<file path="config.mk">
export PLATFORM = sky130hd
export DESIGN_NAME = led_shift_out
export DESIGN_NICKNAME = d
export VERILOG_FILES = /design/src/rtl/led_shift_pkg.sv /design/src/rtl/shift_tick.sv /design/src/rtl/led_shift_out.sv
export SDC_FILE = /design/constraint.sdc
export NUM_CORES = 1
export LEC_CHECK = 0
export ABC_AREA = 1
export CORE_MARGIN = 2
export CORE_UTILIZATION = 47
export CTS_CLUSTER_DIAMETER = 30
export DETAILED_ROUTE_END_ITERATION = 8
export MAX_ROUTING_LAYER = met4
export PLACE_DENSITY = 0.73
export RECOVER_POWER = 100
export SETUP_SLACK_MARGIN = 0.02
export SLEW_MARGIN = 0
export SYNTH_ARGS = -nofsm -noshare
export SYNTH_HDL_FRONTEND = slang
export SYNTH_SLANG_ARGS = --single-unit
export TNS_END_PERCENT = 20
</file>
<file path="constraint.sdc">
create_clock -name _i_clk -period 1.45 [get_ports _i_clk]
set_clock_uncertainty 0.05 [all_clocks]
set_input_delay 0.3625 -clock _i_clk [delete_from_list [all_inputs] [get_ports _i_clk]]
set_output_delay 0.3625 -clock _i_clk [all_outputs]
set_load 0.005 [all_outputs]
</file>
<file path="src/rtl/led_shift_pkg.sv">
// led_shift_pkg: shared state type, default sizes and width helper for the LED shift-out block
package led_shift_pkg;
    typedef enum logic [1:0] {IDLE, SHIFT_LO, SHIFT_HI, LATCH} state_e;
    localparam int DEF_WIDTH   = 8;
    localparam int DEF_CLK_DIV = 4;
    function automatic int clog2_min1(input int v);
        int r;
        r = 0;
        while ((1 << r) < v) r++;
        return (r < 1) ? 1 : r;
    endfunction
endpackage

</file>
<file path="src/rtl/shift_tick.sv">
// shift_tick: divider counting 0..CLK_DIV-1 with restart; tc_o marks the last cycle of a phase
module shift_tick
    import led_shift_pkg::*;
#(
    parameter int CLK_DIV = DEF_CLK_DIV
) (
    input  logic clk_i,
    input  logic rst_i,
    input  logic restart_i,
    output logic tc_o
);
    localparam int CW = clog2_min1(CLK_DIV);
    logic [CW-1:0] cnt_q, cnt_d;
    assign tc_o  = cnt_q == CW'(CLK_DIV - 1);
    assign cnt_d = (restart_i || tc_o) ? '0 : cnt_q + 1'b1;
    always_ff @(posedge clk_i) begin
        cnt_q <= rst_i ? '0 : cnt_d;
    end
endmodule

</file>
<file path="src/rtl/led_shift_out.sv">
// led_shift_out: shifts each accepted frame MSB-first into a 74HC595 chain, then pulses RCLK
module led_shift_out
    import led_shift_pkg::*;
#(
    parameter int WIDTH   = DEF_WIDTH,
    parameter int CLK_DIV = DEF_CLK_DIV
) (
    input  logic             _i_clk,
    input  logic             _i_rst,
    input  logic [WIDTH-1:0] _i_data,
    input  logic             _i_valid,
    output logic             _o_ready,
    output logic             _o_ser,
    output logic             _o_srclk,
    output logic             _o_rclk,
    output logic             _o_busy
);
    localparam int IW = clog2_min1(WIDTH);
    state_e           state_q;
    logic [WIDTH-1:0] sr_q, sr_sh;
    logic [IW-1:0]    idx_q;
    logic             ser_q, srclk_q, rclk_q, tc;
    // Divider is held at zero while idle so every phase starts a full CLK_DIV count
    shift_tick #(.CLK_DIV(CLK_DIV)) u_tick (
        .clk_i    (_i_clk),
        .rst_i    (_i_rst),
        .restart_i(state_q == IDLE),
        .tc_o     (tc)
    );
    assign sr_sh = sr_q << 1;
    always_ff @(posedge _i_clk) begin
        if (_i_rst) begin
            state_q <= IDLE;
            sr_q    <= '0;
            idx_q   <= '0;
            ser_q   <= 1'b0;
            srclk_q <= 1'b0;
            rclk_q  <= 1'b0;
        end else begin
            case (state_q)
                IDLE: if (_i_valid) begin
                    state_q <= SHIFT_LO;
                    sr_q    <= _i_data;
                    idx_q   <= IW'(WIDTH - 1);
                    ser_q   <= _i_data[WIDTH-1];
                end
                SHIFT_LO: if (tc) begin
                    state_q <= SHIFT_HI;
                    srclk_q <= 1'b1;
                end
                SHIFT_HI: if (tc) begin
                    sr_q    <= sr_sh;
                    srclk_q <= 1'b0;
                    if (idx_q == '0) begin
                        state_q <= LATCH;
                        rclk_q  <= 1'b1;
                    end else begin
                        state_q <= SHIFT_LO;
                        idx_q   <= idx_q - 1'b1;
                        ser_q   <= sr_sh[WIDTH-1];
                    end
                end
                default: if (tc) begin
                    state_q <= IDLE;
                    rclk_q  <= 1'b0;
                end
            endcase
        end
    end
    assign _o_ready = state_q == IDLE;
    assign _o_busy  = !_o_ready;
    assign _o_ser   = ser_q;
    assign _o_srclk = srclk_q;
    assign _o_rclk  = rclk_q;
endmodule

</file>
### Word-level counts from Yosys, hierarchy flattened

Cells that the tools add are included.

* bits in read-only memories: 0
* input bits: 11
* memory bits (writable): 0
* memories: 0
* bits in registers: 17
* latch bits: 0

* $add $sub $neg: 2
* bitwise operators: 1
* $lt $le $gt $ge: 0
* divide/modulo/power cells: 0
* equal/unequal tests: 8
* shift-type cells: 0
* reductions and logical operators: 14
* $mul: 0
* muxes and demuxes: 23

Operator list (number)
* 7-bit 2-to-1 mux: 2
* 7-bit case mux with 2 select lines: 1
* 2-bit 2-to-1 mux: 5
* 3-bit 2-to-1 mux: 3
* 3-bit AND reduction: 3
* 4-bit AND reduction: 2
* 1-bit 2-to-1 mux: 7
* 2-bit inequality test (second input constant): 3
* 1-bit case mux with 2 select lines: 3
* 2-bit case mux with 3 select lines: 1
* 3-bit case mux with 2 select lines: 1
* 2-bit nonzero test: 3
* 2-bit == test (second input constant): 2
* 2-bit by 1-bit inequality test with 1-bit output (second input constant): 2
* 2-bit OR reduction: 2
* 3-bit logical NOT: 1
* 3-bit by 1-bit subtractor with 3-bit output (second input constant): 1
* 2-bit by 1-bit adder with 2-bit output (second input constant): 1
* 2-bit by 1-bit == test with 1-bit output (second input constant): 1
* 2-bit logical NOT: 1
* 1-bit logical NOT: 1
* 1-bit logical OR: 1
* 1-bit NOT: 1

### Logic depth before layout (Yosys ltp)

Gate-level depths: netlist of the first run.

* word-level depth: 4
* mapped depth: 9
* depth with buffers taken out: 9

### Modules after synthesis

From an unflattened synthesis of the first run, not the netlist that was laid out.

* cells, all modules: 136
* area total of the unflattened synthesis: 924.6 µm²

By module, submodules not included
* led_shift_out: cells an instance 127, area an instance 849.6 µm², instances 1, seq. area each 300.3 µm²
* shift_tick: cells an instance 9, area an instance 75.1 µm², instances 1, seq. area each 40.0 µm²

### Worst setup path after synthesis of the first run

Ideal clock, no wire load.

* kind: reg2reg
* start: register u_tick.cnt_q[0]
* end: register state_q[0]
* arrival time: 1107 ps
* buffers on the path: 1
* setup slack: 184 ps
* clock period less this slack: 1266 ps
* stages on the path, launching flop included: 9
* library setup time: 109 ps
* cell sequence: dfxtp_1 > ha_1 > nand2_2 > nor2_1 > a21oi_4 > buf_6 > o21ai_1 > nand2_1 > inv_1

* word-level cells in the longest chain between the ends: 3

Ends and longest elaborated chain
* from (decl): RTL line shift_tick.sv:13 `logic [CW-1:0] cnt_q, cnt_d;`
* from (signal assigned): RTL line shift_tick.sv:17 `cnt_q <= rst_i ? '0 : cnt_d;`
* 2-bit == test *: RTL line shift_tick.sv:14 `assign tc_o = cnt_q == CW'(CLK_DIV - 1);`
* 2-bit by 1-bit inequality test with 1-bit output (no line) / 2-bit nonzero test (equally long branches)
* 4-bit AND reduction (no line) *
* to (signal assigned): RTL line led_shift_out.sv:33 `state_q <= IDLE;`
* to (signal assigned): RTL line led_shift_out.sv:42 `state_q <= SHIFT_LO;`
* to (signal assigned): RTL line led_shift_out.sv:48 `state_q <= SHIFT_HI;`
* to (decl): RTL line led_shift_out.sv:19 `state_e state_q;`

Mark *: on every way between the ends. The rest lies on a longest branch, timed or not.
A chain may end at the register's enable or synchronous reset.

### Worst setup path after layout of the first run

* start: register state_q[1]
* end: output _o_busy

* word-level cells in the longest chain between the ends: 2

Ends and longest elaborated chain
* 2-bit logical NOT: RTL line led_shift_out.sv:70 `assign _o_ready = state_q == IDLE;`
* 1-bit logical NOT: RTL line led_shift_out.sv:71 `assign _o_busy = !_o_ready;`
* to (decl): RTL line led_shift_out.sv:16 `output logic _o_busy`

No other way between the ends.

==> results by group, run 1 <==
Placement
  – Port Buffers: 15
  – Final Wtd Congestion: 0.854
  – HPWL after DPL: 1.32 mm

GRT
  – Largest net degree at the start of global routing: 14
  – Number of global-route vias before repair: 703
  – GR Util All Layers: 0.184
  – Number of antenna violations at the first check in global routing: 0
  – Overflow left after global routing: 0
  – Global-route wire length before repair: 2.80 mm

Clock tree
  – Clock-pin slew of the registers on the worst-case setup and hold paths: 100 ps
  – Clock root buffer: clkbuf_4
  – Hold-fix buffers, CTS: 0
  – Sinks on the clock net: 17
  – H-tree levels: 1
  – Bufs on Longest Clock Path: 2
  – Clock tree from TritonCTS: built
  – TritonCTS Buffers: 3
  – Clk_lat worst skew: 290 ps

Logic synthesis
  – Syn_area_per_cell: 6.56 sq um
  – Distinct cells, synth: 21
  – Count of flip-flops with a built-in enable after synthesis: 0
  – Ys async rst share: 0
  – Net count after synthesis: 150
  – Yosys top cell area share: 0.381
  – Cell accounting for the most synthesized area: dfxtp_1
  – Syn Inst Count: 136
  – Total of warnings raised by yosys: 0
  – Mapped Area: 892 sq um
  – Sequential element share of the synthesized area: 0.381
  – Most area-consuming cells after synthesis: dfxtp_1, nand2_1, nor2_1
  – Top FF cell, synth: dfxtp_1
  – Yosys reg bits: 17

Floorplanning
  – Chip Height: 47.6 um
  – Effective utilization at floorplan: 0.506
  – Total Die Area: 2260 sq um
  – Count of boundary I/O pins: 16
  – Number of cell rows: 15
  – Die W: 47.6 um
  – Floorplan core area: 1760 sq um

Timing
  – Final clock period utilization by the worst path: 0.933
  – Highest Clock Rate: 739 MHz
  – Min Hold Slack: 392 ps
  – Final Critical Period: 1350 ps
  – Max-slew violations: 0
  – Setup-violating endpoint count in the final report: 0
  – Slew at the pin closest to its max-slew limit: 223 ps
  – Worst slew margin relative to its limit: 0.851
  – RSZ-0062 raised after global routing: no
  – Count of final hold-check violations: 0

Final layout
  – Count of filler cells inserted in the layout: 183
  – Most frequent standard cell in the layout excluding fill and tap cells: nand2_1
  – Final net count: 175
  – Post-route core utilization: 0.654
  – Inserted Diodes: 0
  – Relative area change from synthesis to final layout: 29.3%
  – Top library cells by usage in the layout, fill and taps aside: nand2_1, nor2_1, inv_1
  – Fraction of layout instances using a drive strength above 1: 0.175

Worst setup path
  – Arrival @ worst endpoint: 940 ps
  – Kind of capture point of the worst setup path: primary output
  – Reg2Reg Setup Slack: 150 ps
  – Worst Reg2Reg Path Length in Cells: 8
  – Setup CP Type: flop to primary output
  – Type of origin of the critical path: flop
  – Top fanout value on the critical path: 3
  – Required time worst endpoint: 1040 ps

Detailed routing
  – DR DRC count: 0
  – DRT Wirelength: 1.68 mm
  – Routed WL per cell: 9.10 um
  – Remaining antenna violation count: 0
  – DR pass1 iterations: 4
  – Drt first-iter violations: 13
  – DR vias/cell: 4.52
  – Total via count after detailed routing: 837

Power
  – Power density of the placed cells: 1010 nW/um^2
  – Static leakage: 0.587 nW
  – Maximum resistive drop on vdd: 0.000668 V

Worst hold path
  – Class of the most critical hold timing path: flop to flop
  – Number of instances on the worst hold path: 1

Run status
  – Run status: completed

Flow run
  – Max-Cap Viols: 0
worst max-delay path, stage by stage, from the launching register on:
cell and delay (ps):
dfxtp_1 350, nor2_4 140, inv_2 60, clkbuf_2 110
per-stage QoR:
stage	setup slack, ps	setup TNS [ps]	total power (W)	instances	instance area (sq um)
after detailed placement	-149	-901	0.000917	181	1120
final	97.7	0	0.00116	185	1150
after global placement	-111	-552	0.000905	181	1120
after floorplan	184	0	0.000785	136	892
after global routing	31.6	0	0.00125	185	1150
after CTS	10.9	0	0.00117	185	1150
path summary, 6_finish.rpt:
path / start / endpoint
worst min register to register: u_tick.cnt_q[0]$_SDFF_PP0_ / u_tick.cnt_q[0]$_SDFF_PP0_
worst min-delay path: u_tick.cnt_q[0]$_SDFF_PP0_ / u_tick.cnt_q[0]$_SDFF_PP0_
worst max-delay path: state_q[1]$_SDFFE_PP0P_ / _o_busy
worst max register to register: u_tick.cnt_q[0]$_SDFF_PP0_ / sr_q[4]$_SDFFE_PP0P_
area by class of cell:
cell class / count / area (sq um) / area share
multi-input cells: 96 / 465 / 0.403
flip-flops and latches: 17 / 342 / 0.296
repair buffers: 24 / 216 / 0.188
inverters: 19 / 71.3 / 0.0618
well taps: 25 / 31.3 / 0.0271
clock buffers: 3 / 22.5 / 0.0195
clock inverters: 1 / 5.00 / 0.00434
where the power goes:
part | switching, W | leakage, nW | internal, W | total [W]
sequential | 0.0000225 | 0.140 | 0.000519 | 0.000541
combinational | 0.000202 | 0.429 | 0.000164 | 0.000366
clock | 0.000152 | 0.0177 | 0.000103 | 0.000254
synthesized netlist by cell type, types with 2 or more instances:
cell	instances
o21ai_0	8
dfxtp_1	17
nor2_1	29
ha_1	3
inv_1	18
nand2_2	2
nand3_1	4
buf_6	2
a21oi_1	3
nor2_2	2
nand2_1	38
registers in the layout, indices dropped and copies added (netlist names):
signal and count:
sr_q 7, idx_q 3, state_q 2, u_tick.cnt_q 2
_o_rclk 1, _o_ser 1, _o_srclk 1
repair_timing:
item	4_1_cts	5_1_grt
gates resized for setup	13	7
setup endpoints to repair	5	10
setup buffers	0	0
pin swaps	1	2
routing by layer:
metal  share of wire  vias to the layer above  routed length [um]  track usage
met1            0.50                      365                 836        0.219
met4          0.0077                        0                  13       0.0649
met3           0.027                        2                  46       0.0566
met2            0.47                       10                 786        0.292
li1                -                      460                   -            -
met5               0                        -                   0            -
logic make-up after synthesis:
kind of cell,share of synthesized area
fa+ha+maj,0.0421
compound gates,0.0940
buf+inv,0.119
flops,0.381
simple gates,0.363
Power figures use the tool's default switching activity.
==> inputs of run 2 (changes only) <==
==> constraint.sdc (replaced) <==
create_clock -name _i_clk -period 1.25 [get_ports _i_clk]
set_clock_uncertainty 0.05 [all_clocks]
set_input_delay 0.3125 -clock _i_clk [delete_from_list [all_inputs] [get_ports _i_clk]]
set_output_delay 0.3125 -clock _i_clk [all_outputs]
set_load 0.005 [all_outputs]
==> run 2 against run 1 <==
The run now ends with negative setup slack left. Global-route usage is 1.9 points higher. Final area is 15% higher. Non-clock buffer count is 12 higher. Clock-buffer cell count is 1 higher. Die area stayed put. Routed wire length is 26% higher. Critical path depth is 6 higher. Flip-flop and latch count stayed put. Register-to-register slack worse by 240 ps. Worst hold slack worse by 3.6 ps. First-iteration DRC count stayed put. Sequential share of layout area is 3.2 points lower. Critical path type is now flop to flop. Largest power group unchanged.
==> results by group, run 2 (synthesis results as in run 1) <==
Final layout
  – Top library cells by usage in the layout, fill and taps aside: nand2_1, nor2_1, buf_4
  – Inserted Diodes: 0 (unchanged)
  – Number of standard cells in the final layout excluding fillers: 197 (+6.5%)
  – Most frequent standard cell in the layout excluding fill and tap cells: nand2_1
  – Fraction of layout instances using a drive strength above 1: 0.337 (+0.162)
  – Max reg flops: 7 (unchanged)
  – Largest registers: sr_q: 7 flops, idx_q: 3 flops
  – Post-route core utilization: 0.753 (+0.0993)
  – Relative area change from synthesis to final layout: 48.9%
  – Top register by number of flip-flops: sr_q
  – Final net count: 187 (+6.9%)

Timing
  – Final Critical Period: 1340 ps
  – Setup slack of the critical path after layout: -88.0 ps (-186 ps)
  – Count of final hold-check violations: 0 (unchanged)
  – Setup-violating endpoint count in the final report: 4 (+4)
  – Slew at the pin closest to its max-slew limit: 230 ps (+6.85 ps)
  – Final clock period utilization by the worst path: 1.07
  – Max-slew violations: 0 (unchanged)
  – Highest Clock Rate: 747 MHz
  – Worst slew margin relative to its limit: 0.846 (-0.00421)
  – RSZ-0062 raised after global routing: yes
  – Min Hold Slack: 388 ps (-3.64 ps)

Power
  – Comb pwr share: 0.367 (+0.052)
  – Sw power: 0.000507 W (+35%)
  – Clk pwr share: 0.204 (-0.015)
  – Static leakage: 0.645 nW (+9.8%)
  – Net switching share of the total power: 0.337 (+0.0127)
  – Maximum resistive drop on vdd: 0.000821 V (+23%)
  – Part of the total power dissipated in sequential elements: 0.429 (-0.037)
  – Cell-internal power: 0.00100 W (+27%)
  – Power density of the placed cells: 1130 nW/um^2 (+13%)

GRT
  – Largest net degree at the start of global routing: 14 (unchanged)
  – Global-route wire length before repair: 3.01 mm (+7.4%)
  – Number of antenna violations at the first check in global routing: 0 (unchanged)
  – Overflow left after global routing: 0 (unchanged)
  – GR Util All Layers: 0.203 (+0.0191)
  – Number of global-route vias before repair: 794 (+13%)

Worst setup path
  – Type of origin of the critical path: flop
  – Required time worst endpoint: 1400 ps (+360 ps)
  – Top fanout value on the critical path: 3 (unchanged)
  – Arrival @ worst endpoint: 1490 ps (+550 ps)
  – Kind of capture point of the worst setup path: flop
  – Setup CP Type: flop to flop

Flow run
  – Max-Cap Viols: 0 (unchanged)

Floorplanning
  – Chip Height: 47.6 um (unchanged)
  – Die W: 47.6 um (unchanged)
  – Effective utilization at floorplan: 0.506 (unchanged)
  – Number of cell rows: 15 (unchanged)
  – Total Die Area: 2260 sq um (unchanged)
  – Count of boundary I/O pins: 16 (unchanged)
  – Floorplan core area: 1760 sq um (unchanged)

Clock tree
  – Clk_lat worst skew: 300 ps (about the same)
  – TritonCTS Buffers: 3 (unchanged)
  – Hold-fix buffers, CTS: 0 (unchanged)
  – Clock root buffer: clkbuf_4
  – Sinks on the clock net: 17 (unchanged)
  – H-tree levels: 1 (unchanged)
  – Bufs on Longest Clock Path: 2 (unchanged)
  – Clock-pin slew of the registers on the worst-case setup and hold paths: 100 ps (about the same)
  – Clock tree from TritonCTS: built

Detailed routing
  – Total via count after detailed routing: 931 (+11%)
  – DRT Wirelength: 2.12 mm (+26%)
  – Drt first-iter violations: 13 (unchanged)
  – DR vias/cell: 4.73 (+4.5%)
  – DR DRC count: 0 (unchanged)
  – Routed WL per cell: 10.8 um (+18%)
  – DR pass1 iterations: 4 (unchanged)
  – Remaining antenna violation count: 0 (unchanged)

Placement
  – DP Cell Count: 188 (+3.9%)
  – Port Buffers: 15 (unchanged)
  – Final Wtd Congestion: 0.802 (-6.0%)
  – HPWL after DPL: 1.44 mm (+9.2%)

Worst hold path
  – Class of the most critical hold timing path: flop to flop

Run status
  – Violations in the final reports: negative setup slack
  – Run status: finished, violations left
==> run 2: changes by cell type in the layout (fill, tap and decap cells not counted), moves of 3 or more <==
cell / change
dfxtp_1: -7
buf_6: +3
buf_4: +10
nand2_1: -3
inv_1: -5
dfxtp_2: +7
dlygate4sd2_1: -3
nor2_4: +3
inv_4: +3
==> run 2: worst max-delay path: stages (launching register included) <==
cell	delay, ps
dfxtp_2	370
inv_4	50
ha_4	150
inv_2	60
nor2_4	40
nand2_2	90
buf_4	110
o21ai_0	80
a21oi_1	190
nor2_1	70
==> run 2: power groups by stage <==
stage | Clock (W) | Sequential, W | Combinational, W
floorplan | 0 | 0.000635 | 0.000276
global placement | 0 | 0.000635 | 0.000430
detailed placement | 0 | 0.000639 | 0.000443
CTS | 0.000312 | 0.000637 | 0.000471
global route | 0.000343 | 0.000652 | 0.000614
finish | 0.000308 | 0.000646 | 0.000554
==> run 2: layer usage <==
layer  vias to the layer above  wire length [um]  GRT usage
met1                       427               900      0.217
li1                        483                 -          -
met3                         6                59     0.0453
met4                         0                72      0.114
met5                         -                 0          -
met2                        15              1090      0.343
==> run 2: worst paths after layout <==
| path | slack (ps) | startpoint | cells past startpoint | endpoint |
|---|---|---|---|---|
| worst max-delay path | -90 | idx_q[0]$_SDFFE_PP0P_ | 9 | state_q[1]$_SDFFE_PP0P_ |
| worst min-delay path | 390 | u_tick.cnt_q[0]$_SDFF_PP0_ | 1 | u_tick.cnt_q[0]$_SDFF_PP0_ |
| worst min register to register | 390 | u_tick.cnt_q[0]$_SDFF_PP0_ | 1 | u_tick.cnt_q[0]$_SDFF_PP0_ |
| worst max register to register | -90 | idx_q[0]$_SDFFE_PP0P_ | 9 | state_q[1]$_SDFFE_PP0P_ |
==> run 2: stage by stage <==
stage | instance area (sq um) | TNS (ps) | setup slack, ps | total power [W]
finish | 1330 | -204 | -88.0 | 0.00151
detailed placement | 1170 | -3250 | -266 | 0.00108
floorplan | 895 | 0 | 7.76 | 0.000911
CTS | 1250 | -80.2 | -39.6 | 0.00142
global route | 1330 | -623 | -151 | 0.00161
global placement | 1170 | -2690 | -221 | 0.00107
==> run 2: timing repair <==
action	CTS	global route
gates resized for setup	30	22
cloned	0	0
pin swaps	5	9
buffers inserted	2	3
setup endpoints to repair	17	15
==> run 2: area by class of cell <==
| class | count | area [sq um] |
|---|---|---|
| multi-input combinational | 96 | 523 |
| fill | 143 | 435 |
| sequential | 17 | 350 |
| timing repair buffer | 36 | 319 |
| inverter | 19 | 78.8 |
| tap | 25 | 31.3 |
| clock buffer | 4 | 26.3 |
==> inputs of run 3 (changes only) <==
--- a/config.mk
+++ b/config.mk
@@ -8,6 +8,7 @@
 export ABC_AREA = 1
 export CORE_MARGIN = 2
 export CORE_UTILIZATION = 47
+export CTS_BUF_LIST = sky130_fd_sc_hd__clkbuf_8 sky130_fd_sc_hd__clkbuf_16
 export CTS_CLUSTER_DIAMETER = 30
 export DETAILED_ROUTE_END_ITERATION = 8
 export MAX_ROUTING_LAYER = met4
==> run 3 against run 2 <==
The flow still finishes with violations (negative setup slack). Die area did not move. Critical path depth fell by 6. Clock-buffer cell count fell by 1. Core utilization rose by 0.071 points. Routed wire length fell by 2.7%. Sequential power barely moved. Worst hold slack got worse by 35 ps. Clock power rose by 30%. Critical path type is now flop to primary output. Largest cell class unchanged. Largest power group unchanged.
==> results by group, run 3 (synthesis results as in run 1) <==
Timing
  – Highest Clock Rate: 786 MHz (+5.2%)
  – RSZ-0062 raised after global routing: yes
  – Setup-violating endpoint count in the final report: 1 (-3)
  – Slew at the pin closest to its max-slew limit: 226 ps (-4.04 ps)
  – Count of final hold-check violations: 0 (unchanged)
  – Worst slew margin relative to its limit: 0.849 (+0.00270)
  – Setup slack of the critical path after layout: -22.1 ps (+66.0 ps)
  – Final clock period utilization by the worst path: 1.02 (-0.0528)
  – Setup Total Neg Slack: -22.1 ps (+182 ps)
  – Final Critical Period: 1270 ps (-66.0 ps)
  – Max-slew violations: 0 (unchanged)

Run status
  – Run status: finished, violations left
  – Violations in the final reports: negative setup slack

Clock tree
  – Sinks on the clock net: 17 (unchanged)
  – TritonCTS Buffers: 3 (unchanged)
  – Clock root buffer: clkbuf_8
  – H-tree levels: 1 (unchanged)
  – Clock tree from TritonCTS: built
  – Hold-fix buffers, CTS: 0 (unchanged)
  – Bufs on Longest Clock Path: 2 (unchanged)
  – Clk_lat worst skew: 250 ps (-50 ps)
  – Clock-pin slew of the registers on the worst-case setup and hold paths: 60 ps (-40 ps)

Placement
  – Port Buffers: 15 (unchanged)
  – Final Wtd Congestion: 0.802 (unchanged)
  – HPWL after DPL: 1.44 mm (unchanged)
  – Dpl ws: -266 ps (unchanged)
  – Area post-placement: 1170 sq um (unchanged)
  – DP Cell Count: 188 (unchanged)

Worst setup path
  – Biggest cell delay along the critical path: 360 ps (about the same)
  – Required time worst endpoint: 890 ps (-510 ps)
  – Critical path buffer and inverter count: 2 (-1)
  – Slowest cell on crit path: dfxtp_4
  – Type of origin of the critical path: flop
  – Arrival @ worst endpoint: 910 ps (-580 ps)
  – Top fanout value on the critical path: 3 (unchanged)
  – Family with the most delay on the worst path: flip-flops
  – Kind of capture point of the worst setup path: primary output
  – Setup CP Type: flop to primary output
  – Ordered cell list for the critical path: nor2_4 -> inv_2 -> clkbuf_2

GRT
  – Met1 Resource Use GR: 0.240 (+0.0228)
  – Global-route wire length before repair: 3.22 mm (+6.9%)
  – GR Layer Usage met2: 0.354 (+0.0108)
  – Largest net degree at the start of global routing: 14 (unchanged)
  – GR Util All Layers: 0.214 (+0.0111)
  – Global-route met3 utilization: 0.0377 (-0.00755)
  – Most used routing layer: met2
  – Overflow left after global routing: 0 (unchanged)
  – Number of global-route vias before repair: 826 (+4.0%)
  – Number of antenna violations at the first check in global routing: 0 (unchanged)

Floorplanning
  – Total Die Area: 2260 sq um (unchanged)
  – Count of boundary I/O pins: 16 (unchanged)
  – Number of cell rows: 15 (unchanged)
  – Effective utilization at floorplan: 0.506 (unchanged)
  – Die W: 47.6 um (unchanged)
  – Floorplan core area: 1760 sq um (unchanged)
  – Chip Height: 47.6 um (unchanged)

Worst hold path
  – Class of the most critical hold timing path: flop to flop

Final layout
  – Fraction of layout instances using a drive strength above 1: 0.318 (-0.0196)
  – Post-Layout Inst Area: 1330 sq um (about the same)
  – Max reg flops: 7 (unchanged)
  – Number of standard cells in the final layout excluding fillers: 195 (-1.0%)
  – Most frequent standard cell in the layout excluding fill and tap cells: nand2_1
  – Inserted Diodes: 0 (unchanged)
  – Top library cells by usage in the layout, fill and taps aside: nand2_1, nor2_1, buf_4
  – Final net count: 185 (-1.1%)
  – Relative area change from synthesis to final layout: 49.1% (about the same)
  – Largest registers: sr_q: 7 flops, idx_q: 3 flops
  – Top register by number of flip-flops: sr_q

Detailed routing
  – Routed WL per cell: 10.6 um (-1.7%)
  – Remaining antenna violation count: 0 (unchanged)
  – Drt first-iter violations: 11 (-2)
  – Total via count after detailed routing: 907 (-2.6%)
  – DRT Wirelength: 2.06 mm (-2.7%)
  – DR DRC count: 0 (unchanged)
  – DR vias/cell: 4.65 (-1.6%)
  – DR pass1 iterations: 4 (unchanged)

Power
  – Maximum resistive drop on vdd: 0.000873 V (+6.3%)
  – Overall power: 0.00158 W (+4.8%)
  – Power density of the placed cells: 1190 nW/um^2 (+4.7%)
  – Static leakage: 0.659 nW (+2.2%)

Flow run
  – Max-Cap Viols: 0 (unchanged)
[run 3: cell count changes in the layout (fill, tap and decap cells not counted), moves of 3 or more]
cell | before | now
dlygate4sd2_1 | 0 | 4
dfxtp_1 | 9 | 12
dfxtp_2 | 8 | 3
clkbuf_8 | 0 | 3
buf_4 | 18 | 15
clkbuf_4 | 3 | 0
[run 3: worst reg2reg max path, delay by kind of cell, from the launching register on]
family | cells | cell delay, ps
simple gates | 4 | 190
compound gates | 1 | 140
buf+inv | 3 | 380
flops | 1 | 370
[run 3: layer usage]
layer  wire, um  vias to the layer above
met2       1080                       18
met1        819                      393
met4         63                        0
met3        105                       10
li1           -                      486
met5          0                        -
[run 3: repair_timing]
action / CTS / global route
pin swaps: 3 / 9
buffers inserted: 1 / 2
endpoints found under the setup margin: 18 / 16
gates resized for setup: 19 / 32
[run 3: final timing paths]
check,from,to,slack (ps),cells after the start
setup / recovery,state_q[1]$_SDFFE_PP0P_,_o_busy,-20,3
hold / removal,u_tick.cnt_q[0]$_SDFF_PP0_,u_tick.cnt_q[0]$_SDFF_PP0_,350,1
setup reg to reg,state_q[1]$_SDFFE_PP0P_,sr_q[5]$_SDFFE_PP0P_,10,8
hold reg to reg,u_tick.cnt_q[0]$_SDFF_PP0_,u_tick.cnt_q[0]$_SDFF_PP0_,350,1
[run 3: through the flow]
stage	util	hold WS (ps)
3_3_place_gp	0.665	363
2_1_floorplan	-	332
5_1_grt	0.754	367
4_1_cts	0.706	383
6_report	0.754	353
3_5_place_dp	0.665	374
[run 3: area by class of cell]
| class | count | area [sq um] |
|---|---|---|
| inverter | 19 | 81.3 |
| clock buffer | 3 | 41.3 |
| sequential | 17 | 352 |
| clock inverter | 1 | 3.75 |
| timing repair buffer | 34 | 302 |
| multi-input combinational | 96 | 519 |
| fill | 142 | 434 |
| tap | 25 | 31.3 |
[run 3: power by group]
| group | internal, W | switching, W | leakage [nW] |
|---|---|---|---|
| clock | 0.000218 | 0.000184 | 0.0269 |
| sequential | 0.000606 | 0.0000384 | 0.142 |
| combinational | 0.000255 | 0.000280 | 0.490 |
| total | 0.00108 | 0.000502 | 0.659 |
